## config.mk

```make
export PLATFORM = sky130hd
export DESIGN_NAME = stall_ctrl
export DESIGN_NICKNAME = d
export VERILOG_FILES = /design/src/rtl/stall_ctrl.sv
export SDC_FILE = /design/constraint.sdc
export NUM_CORES = 1
export LEC_CHECK = 0
export ABC_AREA = 1
export CORE_ASPECT_RATIO = 1.25
export CORE_MARGIN = 1.5
export CORE_UTILIZATION = 51
export DETAILED_ROUTE_END_ITERATION = 10
export PLACE_DENSITY = 0.89
export SYNTH_ARGS = -nofsm -noshare
export SYNTH_HDL_FRONTEND = slang
export SYNTH_SLANG_ARGS = --single-unit
```

## constraint.sdc

```tcl
create_clock -name clk -period 2.85 [get_ports clk]
set_clock_uncertainty 0.1 [all_clocks]
set_input_delay 0.7125 -clock clk [delete_from_list [all_inputs] [get_ports clk]]
set_output_delay 0.7125 -clock clk [all_outputs]
set_load 0.02 [all_outputs]
```

## src/rtl/stall_ctrl.sv

```systemverilog
// Pipeline interlock: detects D-stage data hazards against E/M producers and
// tracks the multi-cycle multiply/divide unit, stalling IF/ID and flushing ID/EX.
module stall_ctrl (
    input  logic        clk,
    input  logic        reset,
    input  logic [4:0]  rs_D,
    input  logic [4:0]  rt_D,
    input  logic [1:0]  tuse_rs_D,
    input  logic [1:0]  tuse_rt_D,
    input  logic [4:0]  A3_E,
    input  logic [4:0]  A3_M,
    input  logic [1:0]  tnew_E,
    input  logic [1:0]  tnew_M,
    input  logic        md_use_D,
    input  logic        start_md,
    input  logic [1:0]  md_op,
    output logic        Stall,
    output logic        Flush_E,
    output logic        busy,
    output logic [3:0]  md_cnt,
    output logic [31:0] stall_cnt,
    output logic        md_err
);

    typedef enum logic [1:0] {StIdle, StMult, StDiv} state_e;

    localparam logic [3:0] MultCycles = 4'd5;
    localparam logic [3:0] DivCycles  = 4'd10;

    state_e      state_q, state_d;
    logic [3:0]  md_cnt_q, md_cnt_d;
    logic [31:0] stall_cnt_q, stall_cnt_d;
    logic        md_err_q, md_err_d;
    logic        hazard_rs, hazard_rt, hazard_md;

    // A source of $0 never matches, which also covers producers with A3 == 0.
    function automatic logic src_hazard(input logic [4:0] src, input logic [1:0] tuse,
                                        input logic [4:0] a3_e, input logic [1:0] t_e,
                                        input logic [4:0] a3_m, input logic [1:0] t_m);
        return (src != 5'd0) && (tuse != 2'd3) &&
               (((src == a3_e) && (tuse < t_e)) || ((src == a3_m) && (tuse < t_m)));
    endfunction

    always_comb begin
        busy      = (state_q != StIdle);
        hazard_rs = src_hazard(rs_D, tuse_rs_D, A3_E, tnew_E, A3_M, tnew_M);
        hazard_rt = src_hazard(rt_D, tuse_rt_D, A3_E, tnew_E, A3_M, tnew_M);
        hazard_md = md_use_D && (busy || start_md);
        // Gated by reset so the interlock is quiet while reset is held.
        Stall     = reset && (hazard_rs || hazard_rt || hazard_md);
        Flush_E   = Stall;
        md_cnt    = md_cnt_q;
        stall_cnt = stall_cnt_q;
        md_err    = md_err_q;
    end

    always_comb begin
        state_d     = state_q;
        md_cnt_d    = md_cnt_q;
        md_err_d    = md_err_q || (start_md && busy);
        stall_cnt_d = (Stall && (stall_cnt_q != '1)) ? stall_cnt_q + 32'd1 : stall_cnt_q;
        unique case (state_q)
            StIdle: begin
                if (start_md) begin
                    state_d  = md_op[1] ? StDiv : StMult;
                    md_cnt_d = md_op[1] ? DivCycles : MultCycles;
                end
            end
            StMult, StDiv: begin
                if (md_cnt_q <= 4'd1) begin
                    state_d  = StIdle;
                    md_cnt_d = 4'd0;
                end else begin
                    md_cnt_d = md_cnt_q - 4'd1;
                end
            end
            default: begin
                state_d  = StIdle;
                md_cnt_d = 4'd0;
            end
        endcase
    end

    always_ff @(posedge clk or negedge reset) begin
        if (!reset) begin
            state_q     <= StIdle;
            md_cnt_q    <= 4'd0;
            stall_cnt_q <= 32'd0;
            md_err_q    <= 1'b0;
        end else begin
            state_q     <= state_d;
            md_cnt_q    <= md_cnt_d;
            stall_cnt_q <= stall_cnt_d;
            md_err_q    <= md_err_d;
        end
    end

endmodule

```

-- Word level (Yosys, flattened, before mapping)
Index checks and enable logic that the tools add are counted.
- flip-flop bits (word level): 39
- input port bits: 34
- $lt $le $gt $ge: 5
- equality and inequality tests: 11
- reductions and logical operators: 24
- $add $sub $neg: 2
- multiplexer cells: 8
- operators by type and width (cell ; count):
    $add 32x1->32 const B ; 1
    $ne 32x32->1 const B ; 1
    $eq 5x5->1 ; 4
    $logic_and 1x1->1 ; 12
    $mux 4 ; 3
    $reduce_bool 5->1 ; 2
    $lt 2x2->1 ; 4
    $ne 2x2->1 const B ; 4
    $pmux 4 s2 ; 1
    $logic_or 1x1->1 ; 6
    $mux 2 ; 3
    $le 4x1->1 const B ; 1
    $pmux 2 s2 ; 1
    $sub 4x1->4 const B ; 1
    $eq 2x1->1 const B ; 1
    $eq 2x2->1 const B ; 1
    $logic_not 2->1 ; 1
    $reduce_and 2->1 ; 1
    $reduce_bool 2->1 ; 1
    $reduce_or 2->1 ; 1

-- Depth between registers and ports, before layout
- depth after elaboration: 8
- gate-level depth with buffers: 14
- gate-level depth less buffers: 13

-- Worst setup path before layout
No wires, ideal clock.
- kind: in2out
- start point: input port tnew_E[1]
- end point: output port Stall
- data arrival time: 2.182 ns
- path buffers: 2
- data required time: 2.037 ns
- stages on the path: 12
- path slack: -0.144 ns
- cells stage by stage: inv_1 -> ha_1 -> a21boi_0 -> nor2_1 -> nand3_1 -> nand2_1 -> nand2_1 -> nand3_2 -> clkbuf_1 -> nand2_1 -> inv_1 -> buf_4
- word-level cells in the longest chain between the ends: 7
- elaborated cells on any way between the ends: 11
- those cells by class: order compare (2); reduce/logical (9)
- RTL lines (what ; RTL line ; RTL):
    from (decl) ; 12 ; input logic [1:0] tnew_E,
    $lt 2x2->1 ; 41 ; (((src == a3_e) && (tuse < t_e)) || ((src == a3_m) && (tuse < t_m)));
    $logic_and 1x1->1 ; 41 ;
    $logic_or 1x1->1 ; 41 ;
    $logic_and 1x1->1 ; 40 ; return (src != 5'd0) && (tuse != 2'd3) &&
    $logic_or 1x1->1 (*) (2 in a row) ; 50 ; Stall = reset && (hazard_rs || hazard_rt || hazard_md);
    $logic_and 1x1->1 (*) ; 50 ;
    to (decl) ; 17 ; output logic Stall,
Mark *: on every way between the ends. The rest lies on a longest branch, timed or not.

-- Worst setup path after layout
- start point: input port A3_E[1]
- end point: output port Stall
- word-level cells in the longest chain between the ends: 7
- elaborated cells on any way between the ends: 11
- those cells by class: eq/ne (2); reduce/logical (9)
- RTL lines (what ; RTL line ; RTL):
    from (decl) ; 10 ; input logic [4:0] A3_E,
    $eq 5x5->1 ; 41 ;
    $logic_and 1x1->1 ; 41 ;
    $logic_or 1x1->1 ; 41 ;
    $logic_and 1x1->1 ; 40 ;
    $logic_or 1x1->1 (*) (2 in a row) ; 50 ;
    $logic_and 1x1->1 (*) ; 50 ;
Marks and branches as above.

==> results.cfg <==
[hold_path]
min_from = md_err
hold_class = reg2reg

[placed_design]
finalWeightedCongestion = 0.9459
io_buffers = 72
place_hpwl_microns = 6998

[synthesis]
ys.warnings.count = 0
syn-num-nets = 548
synth-main-ff-cell = dfrtp_1
synth_edf_count = 0
syn_area_sq_mm = 0.003211
avgSynthCellArea_sq_um = 6.358
yosysUniqueCellTypes = 29
yosysTopAreaCellShare = 0.3040
yosysTopAreaCell = dfrtp_1
ys_seq_elements = 39
synthArstFlopShare = 1.000
netlist_instances = 505
synth_area_leaders = dfrtp_1, nand2_1, inv_1
seq_area_frac_synth = 0.3040

[global_route]
track_usage = 0.2830
grt_pass1_wl_microns = 15190
antenna_found_initial = 0
grt_max_degree = 74
grt_overflow_total = 0
grt_pass1_vias = 3372

[sta]
min_period_ns = 2.805
hold_viol_final = 0
fin_hold_ws_ns = 0.3850
worstMarginPinSlew_ns = 0.7960
drv_slew = 0
max_slew_margin = 0.4693
fin_crit_sh = 0.9842
clock.fmax_mhz = 356.5
fin_tns_setup_ns = 0
setup_viol = 0

[clock_tree]
root_buffer = clkbuf_8
cts_sinks = 39
cts_max_path_buffers = 2
numCtsBuffers = 5
insertion_delay_ns = 0.30
cts_tree = built
clkTransAtPathRegs_ns = 0.08
cts_hold_buf = 0
htree_levels = 2

[die]
die_w_microns = 73.97
core_sq_mm = 0.006126
die_h_microns = 91.71
ios = 74
die_area_sq_mm = 0.006783
rows = 32
start_util = 0.5241

[finish]
nets = 626
fillCellCount = 558
final_common_cell = nand2_1
syn2layout_area_growth_pct = 30.32
n_antenna_cell = 0
mostFrequentLayoutCells = nand2_1, inv_1, nor2_1
drive_gt1_frac = 0.09418

[power_and_ir_drop]
sequentialPowerShare = 0.382
leakage_uw = 0.002092
irDropWorstVdd_uv = 394.0
p_sw_uw = 727.6
power_density_mw_per_mm2 = 439.3
internal_power_uw = 1110
p_comb_frac = 0.413
clockPowerShare = 0.205
switching_share = 0.3959

[run]
maxCapViolCount = 0

[worst_setup_path]
crit_start = A3_E[1]
timing.rr.start = stall_cnt[0]
critPathSlowestCell = dlygate4sd2_1
critPathLaunchType = input port
critPathTopFamily = buffers and inverters
crit_buf_inv = 4
crit_fanout = 2
worstSetupPathType = in2out
required_ns = 2.04
crit_arrival_ns = 1.99
path_cells = dlygate4sd2_1 > buf_4 > a21oi_2 > nand2_1 > nor2_1 > nand2_1 > nand2_1 > nand2_1 > nand3_2 > nand2_2 > inv_2 > buf_6
cp_common_cell = nand2_1
cp-end-kind = output pin
critPathMaxStageDelay_ns = 0.25

[run_status]
status = finished, final reports clean

[detailed_routing]
totalWireLength_microns = 9149
vias_per_cell = 5.256
firstDrtPassIters = 5
drc = 0
vias = 3516
first_iter_violations = 267
wl_per_cell_microns = 13.68
ant_nets = 0
-- kinds of logic after synthesis --
| kind of cell | after synthesis | share of synthesized area |
|---|---|---|
| AOI/OAI and AO/OA | 24 | 0.04170 |
| xor gates and xnor gates | 23 | 0.06274 |
| adders and majority gates | 9 | 0.03507 |
| buffers and inverters | 75 | 0.09743 |
| DFF | 39 | 0.3040 |
| and+or+nand+nor | 335 | 0.4591 |
-- worst reg2reg max path: cells and delay by family (launching register included) --
| kind | cells | cell delay (ns) |
|---|---|---|
| fa+ha+maj | 1 | 0.29 |
| flops | 1 | 0.45 |
| simple gates | 7 | 1.03 |
| buf+inv | 1 | 0.28 |
-- repair_timing --
item                       in CTS  in global routing
setup endpoints to repair       2                  2
gates resized for setup        60                 16
buffers inserted                0                  0
pin swaps                      16                 14
-- cell usage after synthesis (4+ instances only) --
cell and n:
xnor2_1 6, xor2_1 17, nor2_1 47, nand3b_1 6
a21oi_1 4, nor3_1 9, buf_2 4, nand3_1 24
o21ai_0 14, inv_1 61, nand4_1 36, dfrtp_1 39
nand3_2 4, nand2_1 201, ha_1 9
-- cell type report --
type	instances	area (sq um)	area share
clock buffer	6	72.57	0.01734
clock inverter	2	12.51	0.002990
inverter	61	229.0	0.05473
multi-input combinational	391	1999	0.4779
sequential	39	975.9	0.2333
tap	85	106.4	0.02542
timing repair buffer	85	788.3	0.1884
-- stage by stage --
stage	area (sq um)	setup slack (ns)	utilization	power, uW	std cells
floorplan	3212	0.005795	-	1150	505
global placement	4066	-0.6890	0.6638	1434	662
detailed placement	4066	-0.7379	0.6638	1471	662
CTS	4172	0.008612	0.6810	1840	670
global route	4184	-0.09959	0.6830	1960	669
finish	4184	0.04499	0.6830	1838	669
-- power groups by stage --
stage | Sequential [uW] | Combinational, uW | Clock, uW
after floorplan | 767 | 383 | 0
after global placement | 710 | 724 | 0
after detailed placement | 714 | 758 | 0
after CTS | 703 | 758 | 378
after global routing | 715 | 845 | 399
final | 703 | 759 | 376
-- state kept, by name, summed over array words and instances (netlist names) --
name       flops
stall_cnt     32
state_q        2
md_err         1
md_cnt         4
-- path summary, 6_finish.rpt --
check,to,slack (ns),cells past startpoint
setup / recovery,Stall,0.04,12
setup reg to reg,stall_cnt[4],0.60,9
hold / removal,md_err,0.38,1
max in group asynchronous,stall_cnt[19],1.61,2
hold reg to reg,md_err,0.38,1
min in group asynchronous,stall_cnt[9],0.53,2
-- routing by layer --
metal / track usage / vias to the layer above / share of wire
met1: 0.3626 / 1609 / 0.42
met5: 0 / - / 0
met3: 0.03626 / 21 / 0.046
met4: 0.1019 / 0 / 0.028
li1: - / 1768 / -
met2: 0.4769 / 118 / 0.51
No activity file was read; power rests on OpenSTA's default activity.
